File: src/rtl/run_ctrl_pkg.sv
// run_ctrl_pkg -- shared definitions for the CPU run controller.
//   state_t              : controller state encoding
//   DEF_HOLD_CYCLES      : default cycles the CPU is held in reset before loading
//   DEF_TIMEOUT          : default maximum RUN cycles waited for cpu_halt
//   DEF_RES_ADDR         : default data-memory byte address of the result
//   LOAD_BYTES           : number of operand bytes written during LOAD
package run_ctrl_pkg;

  typedef enum logic [2:0] {
    IDLE    = 3'd0,
    HOLD    = 3'd1,
    LOAD    = 3'd2,
    RUN     = 3'd3,
    READ    = 3'd4,
    RESPOND = 3'd5
  } state_t;

  localparam int DEF_HOLD_CYCLES = 4;
  localparam int DEF_TIMEOUT     = 4096;
  localparam int DEF_RES_ADDR    = 4;
  localparam int LOAD_BYTES      = 4;

endpackage

File: src/rtl/run_ctrl.sv
// run_ctrl -- sequences one CPU job per host request.
//   A request (two signed 16-bit operands) is accepted in IDLE. The CPU is
//   held in reset for HOLD_CYCLES, the operands are written little-endian to
//   data-memory bytes 0..3, the CPU is released and run until it halts or
//   TIMEOUT cycles elapse, then the result byte at RES_ADDR is read back and
//   offered to the host until it is consumed.
// Ports:
//   clk, n_rst                      clock, asynchronous active-low reset
//   req_valid/req_ready/req_op0/1   request handshake and operands
//   rsp_valid/rsp_ready             response handshake
//   rsp_result/rsp_timeout          result byte, run ended by timeout
//   cpu_n_rst/cpu_halt              CPU reset (active low) and halt flag
//   dmem_we/addr/wdata/rdata        data-memory port (rdata one cycle late)
module run_ctrl
  import run_ctrl_pkg::*;
#(
  parameter int HOLD_CYCLES = DEF_HOLD_CYCLES,
  parameter int TIMEOUT     = DEF_TIMEOUT,
  parameter int RES_ADDR    = DEF_RES_ADDR
) (
  input  logic        clk,
  input  logic        n_rst,
  input  logic        req_valid,
  output logic        req_ready,
  input  logic [15:0] req_op0,
  input  logic [15:0] req_op1,
  output logic        rsp_valid,
  input  logic        rsp_ready,
  output logic [7:0]  rsp_result,
  output logic        rsp_timeout,
  output logic        cpu_n_rst,
  input  logic        cpu_halt,
  output logic        dmem_we,
  output logic [7:0]  dmem_addr,
  output logic [7:0]  dmem_wdata,
  input  logic [7:0]  dmem_rdata
);

  // One counter serves every timed state, so it must reach the larger of
  // the HOLD and RUN limits (LOAD/READ need only 0..3).
  localparam int CNT_MAX = (TIMEOUT > HOLD_CYCLES) ? TIMEOUT : HOLD_CYCLES;
  localparam int CNT_W   = $clog2(CNT_MAX + 1);

  state_t             state_reg, state_next;
  logic [CNT_W-1:0]   cnt_reg, cnt_next;
  logic [15:0]        op0_reg, op1_reg;
  logic [7:0]         result_reg, result_next;
  logic               timeout_reg, timeout_next;
  logic               ready_reg;
  logic               handshake;

  // req_ready is registered so that it stays low while n_rst is asserted and
  // rises at the first clock edge after release, independent of req_valid.
  assign req_ready   = ready_reg;
  assign handshake   = req_valid && ready_reg;
  assign rsp_result  = result_reg;
  assign rsp_timeout = timeout_reg;

  always_ff @(posedge clk or negedge n_rst) begin
    if (!n_rst) begin
      state_reg   <= IDLE;
      cnt_reg     <= '0;
      op0_reg     <= '0;
      op1_reg     <= '0;
      result_reg  <= '0;
      timeout_reg <= 1'b0;
      ready_reg   <= 1'b0;
    end else begin
      state_reg   <= state_next;
      cnt_reg     <= cnt_next;
      result_reg  <= result_next;
      timeout_reg <= timeout_next;
      ready_reg   <= (state_next == IDLE);
      if (state_reg == IDLE && handshake) begin
        op0_reg <= req_op0;
        op1_reg <= req_op1;
      end
    end
  end

  always_comb begin
    state_next   = state_reg;
    cnt_next     = cnt_reg + 1'b1;
    result_next  = result_reg;
    timeout_next = timeout_reg;
    cpu_n_rst    = 1'b0;
    dmem_we      = 1'b0;
    dmem_addr    = 8'd0;
    dmem_wdata   = 8'd0;
    rsp_valid    = 1'b0;

    case (state_reg)
      IDLE: begin
        cnt_next = '0;
        if (handshake) state_next = HOLD;
      end

      HOLD: begin
        if (cnt_reg == CNT_W'(HOLD_CYCLES - 1)) begin
          state_next = LOAD;
          cnt_next   = '0;
        end
      end

      // Byte order in memory: op0 low, op0 high, op1 low, op1 high.
      LOAD: begin
        dmem_we   = 1'b1;
        dmem_addr = {6'd0, cnt_reg[1:0]};
        case (cnt_reg[1:0])
          2'd0:    dmem_wdata = op0_reg[7:0];
          2'd1:    dmem_wdata = op0_reg[15:8];
          2'd2:    dmem_wdata = op1_reg[7:0];
          default: dmem_wdata = op1_reg[15:8];
        endcase
        if (cnt_reg[1:0] == 2'(LOAD_BYTES - 1)) begin
          state_next = RUN;
          cnt_next   = '0;
        end
      end

      // Halt takes priority, so a halt on the final timeout cycle still
      // reports a normal completion.
      RUN: begin
        cpu_n_rst = 1'b1;
        if (cpu_halt) begin
          state_next   = READ;
          timeout_next = 1'b0;
          cnt_next     = '0;
        end else if (cnt_reg == CNT_W'(TIMEOUT - 1)) begin
          state_next   = READ;
          timeout_next = 1'b1;
          cnt_next     = '0;
        end
      end

      // Address is presented for two cycles; the memory's registered read
      // data is valid in the second, and captured at its closing edge.
      READ: begin
        cpu_n_rst = 1'b1;
        dmem_addr = 8'(RES_ADDR);
        if (cnt_reg[0]) begin
          result_next = dmem_rdata;
          state_next  = RESPOND;
          cnt_next    = '0;
        end
      end

      RESPOND: begin
        cpu_n_rst = 1'b1;
        rsp_valid = 1'b1;
        cnt_next  = '0;
        if (rsp_ready) state_next = IDLE;
      end

      default: begin
        state_next = IDLE;
        cnt_next   = '0;
      end
    endcase
  end

endmodule

File: config.mk
export PLATFORM = sky130hd
export DESIGN_NAME = run_ctrl
export DESIGN_NICKNAME = d
export VERILOG_FILES = /design/src/rtl/run_ctrl_pkg.sv /design/src/rtl/run_ctrl.sv
export SDC_FILE = /design/constraint.sdc
export NUM_CORES = 1
export LEC_CHECK = 0
export CORE_UTILIZATION = 49
export DETAILED_ROUTE_END_ITERATION = 10
export PLACE_DENSITY = 0.85
export SLEW_MARGIN = 15
export SYNTH_ARGS = -nofsm -noshare
export SYNTH_HDL_FRONTEND = slang
export SYNTH_SLANG_ARGS = --single-unit
File: constraint.sdc
create_clock -name clk -period 2.8 [get_ports clk]
set_input_delay 0.56 -clock clk [delete_from_list [all_inputs] [get_ports clk]]
set_output_delay 0.56 -clock clk [all_outputs]
set_load 0.02 [all_outputs]
==> impl_metrics.yaml, run 1 <==
timing:
  post-route-period-util_pct: 94.5
  min_period_ns: 2.64
  timing.fmax_mhz: 378
  final_max_slew_viol_count: 0
  setup_viol_count_final: 0
  tns_ns: 0
  skew_ns: 0.00957
  holdWs_ns: 0.182
  finalHoldViolations: 0
floorplan:
  die_h_microns: 78.7
  io_pins: 74
  coreArea_sq_um: 5570
  num_rows: 27
  die_area_sq_um: 6190
  start_util_pct: 51.6
  dieWidth_microns: 78.7
route:
  drt_iter0_drc: 176
  wire_per_inst_microns: 15.5
  drcViolationCount: 0
  num_vias: 2190
  dr.pass1.iters: 4
  wl_microns: 6210
  viasPerCell: 5.46
  ant_nets: 0
grt:
  grt_first_pass_wirelength_microns: 10400
  grt.total_usage_pct: 22.4
  grt_pass1_vias: 2244
  grt_start_max_net_pins: 34
  grt.overflow.total: 0
  antenna_found_initial: 0
critical_path:
  worstSetupPathType: "reg -> out"
  rr_startpoint: "cnt_reg[0]$_DFF_PN0_"
  cp_max_fo: 8
  worstPathArrival_ns: 2.08
  start_kind: "flop"
  endpoint_kind: "output port"
  cp-startpoint: "cnt_reg[1]$_DFF_PN0_"
  critPathRequiredTime_ns: 2.24
power:
  pwr-share-comb_pct: 44.5
  power.total_w: 0.00365
  seq_power_share_pct: 38.0
  switching_power_w: 0.00134
  p_per_area_nw_per_um2: 968
  p_clk_share_pct: 17.5
  switching_share_pct: 36.6
  power.leakage_nw: 1.65
  p_int_w: 0.00232
  irDropWorstVdd_uv: 597
clocking:
  clk_pin_slew_worst_paths_ns: 0.07
  postCtsSetupBuffers: 0
  worstSkewPairLatency_ns: 0.34
  htreeDepth: 3
  hold_buffers: 0
  max-clock-path-buffers: 2
  cts_buffers: 9
  cts-root-buf: "clkbuf_8"
  tritoncts: "done"
  cts_sinks: 58
synthesis:
  syn_avg_cell_area_sq_um: 11.4
  netlist_instances: 253
  netlist_top_cells_area: "dfrtp_1 50%, mux2_2 16%, nor2_1 3.8%"
  ys.flop_type: "dfrtp_1"
  syn-cell-area_sq_um: 2880
  ys_seq_elements: 58
  seq_area_frac_synth_pct: 50.4
  yosysTopAreaCellShare_pct: 50.4
  yosysTopAreaCell: "dfrtp_1"
  synth_edf_count: 0
  netlist-cell-type-count: 46
  synthArstFlopShare_pct: 100
  yosysWarnings: 0
hold_path:
  hold_class: "in -> async"
final_layout:
  drive_gt1_share_pct: 24.0
  postLayoutCellArea_sq_um: 3770
  multiInputGateArea_sq_um: 1310
  antenna_cells: 0
  nFillCells: 424
  regArea_sq_um: 1450
  nets: 375
  post-route-util_pct: 67.7
  areaGrowthSynthToFinish_pct: 31.1
placed_design:
  dp_hpwl_microns: 4470
  portBuffers: 68
  dpl_cell_area_sq_um: 3620
  gp_congestion: 0.774
outcome:
  status: "completed"
run:
  maxCapViolations: 0
cell families (layout without fill, tap and decap cells):
| group | count (synthesis) | count (layout) | synth area share (%) |
|---|---|---|---|
| AOI/OAI and AO/OA | 42 | 42 | 11.2 |
| xor gates and xnor gates | 7 | 7 | 2.13 |
| adders and majority gates | 5 | 5 | 2.17 |
| buffers and inverters | 29 | 101 | 4.91 |
| DFF | 58 | 58 | 50.4 |
| muxes | 40 | 40 | 15.6 |
| other | 1 | 5 | 0.130 |
| and+or+nand+nor | 71 | 71 | 13.4 |
cells in the mapped netlist, types with 3 or more instances:
cell      number
dfrtp_1       58
mux2_2        40
nor2_1        29
a21oi_1       11
nand2_1       10
inv_1          9
a222oi_1       8
clkbuf_1       7
xnor2_1        7
nor3_1         6
buf_2          5
buf_4          5
ha_1           5
o21ai_1        5
nand3_1        4
a21o_1         3
nand2b_1       3
o22ai_1        3
repair_timing:
| action | 4_1_cts | 5_1_grt |
|---|---|---|
| pin swaps | 3 | 0 |
| gates resized for setup | 8 | 4 |
| setup endpoints to repair | 8 | 11 |
per-stage QoR:
stage          worst slack, ns  cells
4_1_cts                 0.0114    401
2_1_floorplan            0.777    257
6_report                 0.155    401
5_1_grt                -0.0115    401
3_5_place_dp             0.243    386
3_3_place_gp             0.244    386
placed cells by master (no fill, tap or decap), types with 3 or more instances in the layout:
cell	instances
a21o_1	3
a21oi_1	11
a222oi_1	8
buf_4	8
clkbuf_8	9
clkdlybuf4s50_1	59
clkinv_2	4
conb_1	5
dfrtp_1	58
dlygate4sd2_1	8
ha_2	3
inv_1	9
mux2_2	40
nand2_1	10
nand2b_1	3
nand3_1	4
nor2_1	29
nor3_1	6
o21ai_1	5
o22ai_1	3
xnor2_1	7
cell type report:
| type | instances | area share (%) |
|---|---|---|
| Sequential cell | 58 | 38.4 |
| Multi-Input combinational cell | 170 | 34.7 |
| Clock inverter | 6 | 0.928 |
| Clock buffer | 9 | 3.28 |
| Timing Repair Buffer | 76 | 19.2 |
| Inverter | 10 | 0.994 |
| Tap cell | 72 | 2.39 |
per-layer routing:
metal  part of all wire (%)  GRT usage, %
met1                     45          28.5
met3                    5.6          5.00
met4                    1.7          13.9
met5                      0             0
met2                     48          34.4
worst max-delay path: stages, from the launching register on:
cell and delay [ns]:
dfrtp_1 0.42, inv_1 0.11, ha_2 0.25, a222oi_1 0.31, nor2_1 0.09, a21oi_1 0.19, nor2_1 0.06, dlygate4sd2_1 0.32
worst paths after layout:
path | slack, ns | to | cells past startpoint
max | 0.16 | dmem_wdata[7] | 7
min | 0.18 | rsp_timeout$_DFFE_PN0P_ | 1
max reg2reg | 0.35 | cnt_reg[3]$_DFF_PN0_ | 7
min reg2reg | 0.50 | rsp_result[5]$_DFFE_PN0P_ | 1
max in group asynchronous | 1.99 | req_ready$_DFF_PN0_ | 2
min in group clk | 0.50 | rsp_result[5]$_DFFE_PN0P_ | 1
power by group through the flow:
| stage | combinational, W | sequential (W) | clock, W |
|---|---|---|---|
| 2_1_floorplan | 0.00102 | 0.00142 | 0 |
| 3_3_place_gp | 0.00156 | 0.00137 | 0 |
| 3_5_place_dp | 0.00161 | 0.00139 | 0 |
| 4_1_cts | 0.00161 | 0.00138 | 0.000653 |
| 5_1_grt | 0.00177 | 0.00143 | 0.000688 |
| 6_report | 0.00162 | 0.00139 | 0.000641 |
Power figures use the tool's default switching activity.
==> run 2: changes to the inputs <==
CORE_ASPECT_RATIO = 0.6   (was default)
==> run 2 against run 1 <==
  * Final area up 2.9%
  * Largest cell class unchanged
  * Highest routed layer unchanged
  * Die area up 0.17%
  * Largest power group unchanged
  * Final cell count up 2.0%
==> impl_metrics.yaml, run 2 (synthesized netlist as in run 1, its figures left out) <==
outcome:
  status: "completed"
clocking:
  clk_pin_slew_worst_paths_ns: 0.06
  cts_buffers: 9
  max-clock-path-buffers: 2
  worstSkewPairLatency_ns: 0.34
  htreeDepth: 3
  hold_buffers: 0
  cts-root-buf: "clkbuf_8"
  tritoncts: "done"
  cts_sinks: 58
final_layout:
  nets: 374
  layout_common_cells: "59 x clkdlybuf4s50_1, 57 x dfrtp_1, 40 x mux2_2, 29 x nor2_1, 12 x clkbuf_8"
  post-route-util_pct: 69.0
  drive_gt1_share_pct: 24.3
  instances_no_fill: 409
  layout_commonest_cell: "clkdlybuf4s50_1"
  antenna_cells: 0
  nFillCells: 444
  areaGrowthSynthToFinish_pct: 34.9
route:
  wl_microns: 6900
  viasPerCell: 5.53
  num_vias: 2263
  wire_per_inst_microns: 16.9
  ant_nets: 0
  dr.pass1.iters: 6
  drt_iter0_drc: 225
  drcViolationCount: 0
floorplan:
  io_pins: 74
  die_h_microns: 61.4
  start_util_pct: 51.2
  coreArea_sq_um: 5620
  num_rows: 21
  die_area_sq_um: 6200
  dieWidth_microns: 101
grt:
  antenna_found_initial: 0
  grt_pass1_vias: 2052
  grt_start_max_net_pins: 35
  grt_first_pass_wirelength_microns: 10800
  grt.overflow.total: 0
  grt.total_usage_pct: 23.9
critical_path:
  critical-path-max-stage-delay_ns: 0.63
  r2r_slack_ns: 0.48
  cp_top_family: "simple AND/OR/NAND/NOR gates"
  endpoint_kind: "output port"
  slowest_stage: "clkdlybuf4s50_1"
  r2r_cells: 5
  critPathBufInv: 1
  critPathRequiredTime_ns: 2.24
  rr_startpoint: "cnt_reg[1]$_DFF_PN0_"
  start_kind: "flop"
  r2r_end: "cnt_reg[3]$_DFF_PN0_"
  worstSetupPathType: "reg -> out"
  cp_max_fo: 14
  crit_path_cell_trace: "or3b_4 -> nor2_1 -> clkdlybuf4s50_1"
  worstPathArrival_ns: 2.13
power:
  power.leakage_nw: 1.69
  irDropWorstVdd_uv: 525
  p_per_area_nw_per_um2: 1020
timing:
  min_period_ns: 2.69
  setup_ws_ns: 0.107
  holdWs_ns: 0.225
  final_max_slew_viol_count: 0
  tightest_slew_ns: 0.594
  finalHoldViolations: 0
  tns_ns: 0
  post-route-period-util_pct: 96.2
  slew_headroom_pct: 60.4
  setup_viol_count_final: 0
  timing.fmax_mhz: 371
  skew_ns: 0.00324
run:
  maxCapViolations: 0
placed_design:
  place_inst: 392
  gp_congestion: 0.889
  dp_hpwl_microns: 4740
  portBuffers: 68
  dp_worst_setup_slack_ns: 0.109
hold_path:
  hold_class: "in -> async"
-- run 2: cell count changes in the layout (fill, tap and decap cells not counted), sizes merged --
cell	previous run	this run
clkbuf	9	12
bufinv	0	2
buf	9	8
clkinvlp	2	1
clkinv	5	2
-- run 2: worst max-delay path by stage --
stage / startpoint / endpoint / slack (ns) / depth (start not counted)
final: state_reg[1]$_DFF_PN0_ / dmem_addr[0] / 0.11 / 3
after global routing: cnt_reg[0]$_DFF_PN0_ / dmem_wdata[4] / -0.001 / 7
after CTS: cnt_reg[1]$_DFF_PN0_ / dmem_wdata[4] / 0.08 / 7
after detailed placement: cnt_reg[0]$_DFF_PN0_ / dmem_wdata[3] / 0.11 / 7
after global placement: cnt_reg[0]$_DFF_PN0_ / dmem_wdata[3] / 0.22 / 7
after floorplan: cnt_reg[0]$_DFF_PN0_ / dmem_wdata[0] / 0.78 / 5
-- run 2: cell type report --
cell class	instances	area, sq um	area share (%)
Timing Repair Buffer	75	743	19.1
Sequential cell	58	1450	37.4
Tap cell	80	100	2.58
Clock inverter	4	72.6	1.87
Multi-Input combinational cell	170	1310	33.8
Inverter	10	37.5	0.967
Clock buffer	12	165	4.25
-- run 2: what timing repair did --
action / CTS / global route
gates resized for setup: 11 / 2
setup endpoints to repair: 11 / 6
setup buffers: 0 / 1
pin swaps: 1 / 1
-- run 2: routing by layer --
metal  track usage [%]  share of wire [%]  vias to the layer above
li1                  -                  -                     1037
met1              34.5                 47                     1112
met2              34.1                 44                      101
met3              7.60                7.4                       13
met4              8.90                1.4                        0
met5                 0                  0                        -
-- run 2: where the power goes --
part	switching [W]	leakage, nW	internal (W)
Combinational	0.000811	0.845	0.000837
Sequential	0.000230	0.724	0.00118
Clock	0.000339	0.119	0.000572
Total	0.00138	1.69	0.00259
-- run 2: worst register-to-register path, cell delays in order (launching register included) --
cell	delay [ns]
dfrtp_1	0.44
ha_1	0.34
nand3_2	0.22
or4_4	0.64
a211oi_2	0.41
o22ai_1	0.15
-- run 2: stage by stage --
stage / instance area [sq um] / power [W]
after floorplan: 2890 / 0.00244
after global placement: 3640 / 0.00295
after detailed placement: 3640 / 0.00302
after CTS: 3870 / 0.00396
after global routing: 3880 / 0.00418
final: 3880 / 0.00397
==> run 3: changes to the inputs <==
CTS_CLUSTER_SIZE = 40   (was default)
GPL_TIMING_DRIVEN = 0   (was default)
==> run 3 against run 2 <==
  * Sequential share of layout area increased by 0.22 points
  * Wire length about the same
  * Critical path depth is 5 higher
  * Hold slack better by 0.050 ns
  * Final area fell by 0.58%
  * Utilization down 0.40 points
  * Total power decreased by 4.0%
  * Sequential power is essentially flat
  * Clock power decreased by 17%
  * Critical path type unchanged
  * Critical endpoint is now dmem_wdata[7]
  * Largest power group unchanged
==> impl_metrics.yaml, run 3 (synthesized netlist as in run 1, its figures left out) <==
outcome:
  status: "completed"
critical_path:
  r2r_slack_ns: 0.40
  crit_top_cell: "nor2_1"
  cp-startpoint: "cnt_reg[0]$_DFF_PN0_"
  path_depth: 8
  critPathRequiredTime_ns: 2.24
  rr_startpoint: "cnt_reg[0]$_DFF_PN0_"
  cp_max_fo: 9
  worstPathArrival_ns: 2.14
  endpoint_kind: "output port"
  slowest_stage: "dfrtp_2"
  worstSetupPathType: "reg -> out"
  critPathCapture: "dmem_wdata[7]"
  critPathBufInv: 3
  critical-path-max-stage-delay_ns: 0.41
  r2r_end: "cnt_reg[3]$_DFF_PN0_"
  r2r_cells: 7
  start_kind: "flop"
  crit_path_cell_trace: "inv_1 -> ha_1 -> buf_2 -> a222oi_1 -> nor2_1 -> a21oi_1 -> nor2_1 -> dlygate4sd2_1"
  cp_top_family: "buffers and inverters"
final_layout:
  drive_gt1_share_pct: 26.3
  multiInputGateArea_sq_um: 1300
  post-route-util_pct: 68.6
  nFillCells: 446
  regArea_sq_um: 1450
  nets: 387
  instances_no_fill: 422
  antenna_cells: 0
  layout_common_cells: "57 x dfrtp_1, 57 x clkdlybuf4s50_1, 40 x mux2_2, 29 x nor2_1, 11 x a21oi_1"
  areaGrowthSynthToFinish_pct: 34.1
floorplan:
  die_area_sq_um: 6200
  coreArea_sq_um: 5620
  die_h_microns: 61.4
  dieWidth_microns: 101
  num_rows: 21
  io_pins: 74
  start_util_pct: 51.2
grt:
  grt.total_usage_pct: 23.6
  grt.overflow.total: 0
  antenna_found_initial: 0
  grt_first_pass_wirelength_microns: 10600
  grt_start_max_net_pins: 59
  grt_pass1_vias: 2116
power:
  power.total_w: 0.00381
  irDropWorstVdd_uv: 556
  p_per_area_nw_per_um2: 987
  power.leakage_nw: 1.70
clocking:
  cts_buffers: 9
  max-clock-path-buffers: 2
  tritoncts: "done"
  htreeDepth: 3
  hold_buffers: 0
  cts_sinks: 58
  clk_pin_slew_worst_paths_ns: 0.07
  worstSkewPairLatency_ns: 0.33
  cts-root-buf: "clkbuf_8"
route:
  dr.pass1.iters: 5
  drt_iter0_drc: 159
  ant_nets: 0
  wl_microns: 6900
  drcViolationCount: 0
  viasPerCell: 5.36
  num_vias: 2262
  wire_per_inst_microns: 16.4
timing:
  setup_viol_count_final: 0
  final_max_slew_viol_count: 0
  min_period_ns: 2.70
  timing.fmax_mhz: 370
  tightest_slew_ns: 1.04
  finalHoldViolations: 0
  post-route-period-util_pct: 96.6
  slew_headroom_pct: 29.8
  rsz0062_at_grt: "no"
  tns_ns: 0
  skew_ns: 0.00549
run:
  maxCapViolations: 0
placed_design:
  gp_congestion: 0.863
  portBuffers: 68
  dp_hpwl_microns: 4820
  place_inst: 405
hold_path:
  hold_class: "in -> async"
-- run 3: cell count changes in the layout (fill, tap and decap cells not counted), moves of 3 or more --
cell,change
clkbuf_2,+6
clkbuf_8,-3
buf_2,+4
clkbuf_1,+5
buf_4,+4
dlygate4sd2_1,-3
-- run 3: metrics by stage --
stage / cell area (sq um) / hold WS [ns] / setup slack [ns]
after floorplan: 2890 / 0.264 / 0.777
after global placement: 3670 / 0.489 / -0.626
after detailed placement: 3670 / 0.496 / -0.00418
after CTS: 3860 / 0.302 / 0.0526
after global routing: 3860 / 0.336 / 0.0134
final: 3860 / 0.275 / 0.0965
-- run 3: how the worst min path moves through the flow --
stage	from	end	slack (ns)	cells past startpoint
floorplan	n_rst	cnt_reg[0]$_DFF_PN0_	0.26	0
global placement	rsp_result[2]$_DFFE_PN0P_	rsp_result[2]$_DFFE_PN0P_	0.49	1
detailed placement	op1_reg[5]$_DFFE_PN0P_	op1_reg[5]$_DFFE_PN0P_	0.50	1
CTS	n_rst	op1_reg[2]$_DFFE_PN0P_	0.30	1
global route	n_rst	op1_reg[2]$_DFFE_PN0P_	0.34	1
finish	n_rst	op1_reg[2]$_DFFE_PN0P_	0.28	1
-- run 3: per-layer routing --
| layer | vias up | GRT usage (%) | share of wire [%] |
|---|---|---|---|
| li1 | 1061 | - | - |
| met2 | 79 | 34.7 | 46 |
| met5 | - | 0 | 0 |
| met3 | 6 | 7.04 | 6.9 |
| met1 | 1116 | 33.5 | 47 |
| met4 | 0 | 8.49 | 0.70 |
-- run 3: final cells by class --
| class | count | area share [%] |
|---|---|---|
| plain buffers | 17 | 2.63 |
| clock buffers | 10 | 3.31 |
| clock inverters | 6 | 1.75 |
| inverters | 10 | 0.972 |
| multi-input cells | 170 | 33.8 |
| flip-flops and latches | 58 | 37.6 |
| well taps | 80 | 2.59 |
| repair buffers | 71 | 17.3 |
-- run 3: worst register-to-register path: cells and delay by family (launching register included) --
kind,cells,cell delay (ns)
AO/OA/AOI/OAI,3,0.87
AND/OR/NAND/NOR,1,0.42
flip-flops,1,0.41
buffers and inverters,2,0.38
adder cells (fa/ha/maj),1,0.19
-- run 3: timing repair --
item                       in CTS  in global routing
pin swaps                       0                  3
setup endpoints to repair      10                  7
resized for setup              13                 12
setup buffers                   1                  2
cloned                          0                  0
hold endpoints to repair        0                  0
-- run 3: power breakdown --
part / leakage, nW / switching [W] / internal [W]
combinational: 0.883 / 0.000826 / 0.000827
clock: 0.0925 / 0.000343 / 0.000412
sequential: 0.724 / 0.000220 / 0.00118
total: 1.70 / 0.00139 / 0.00242
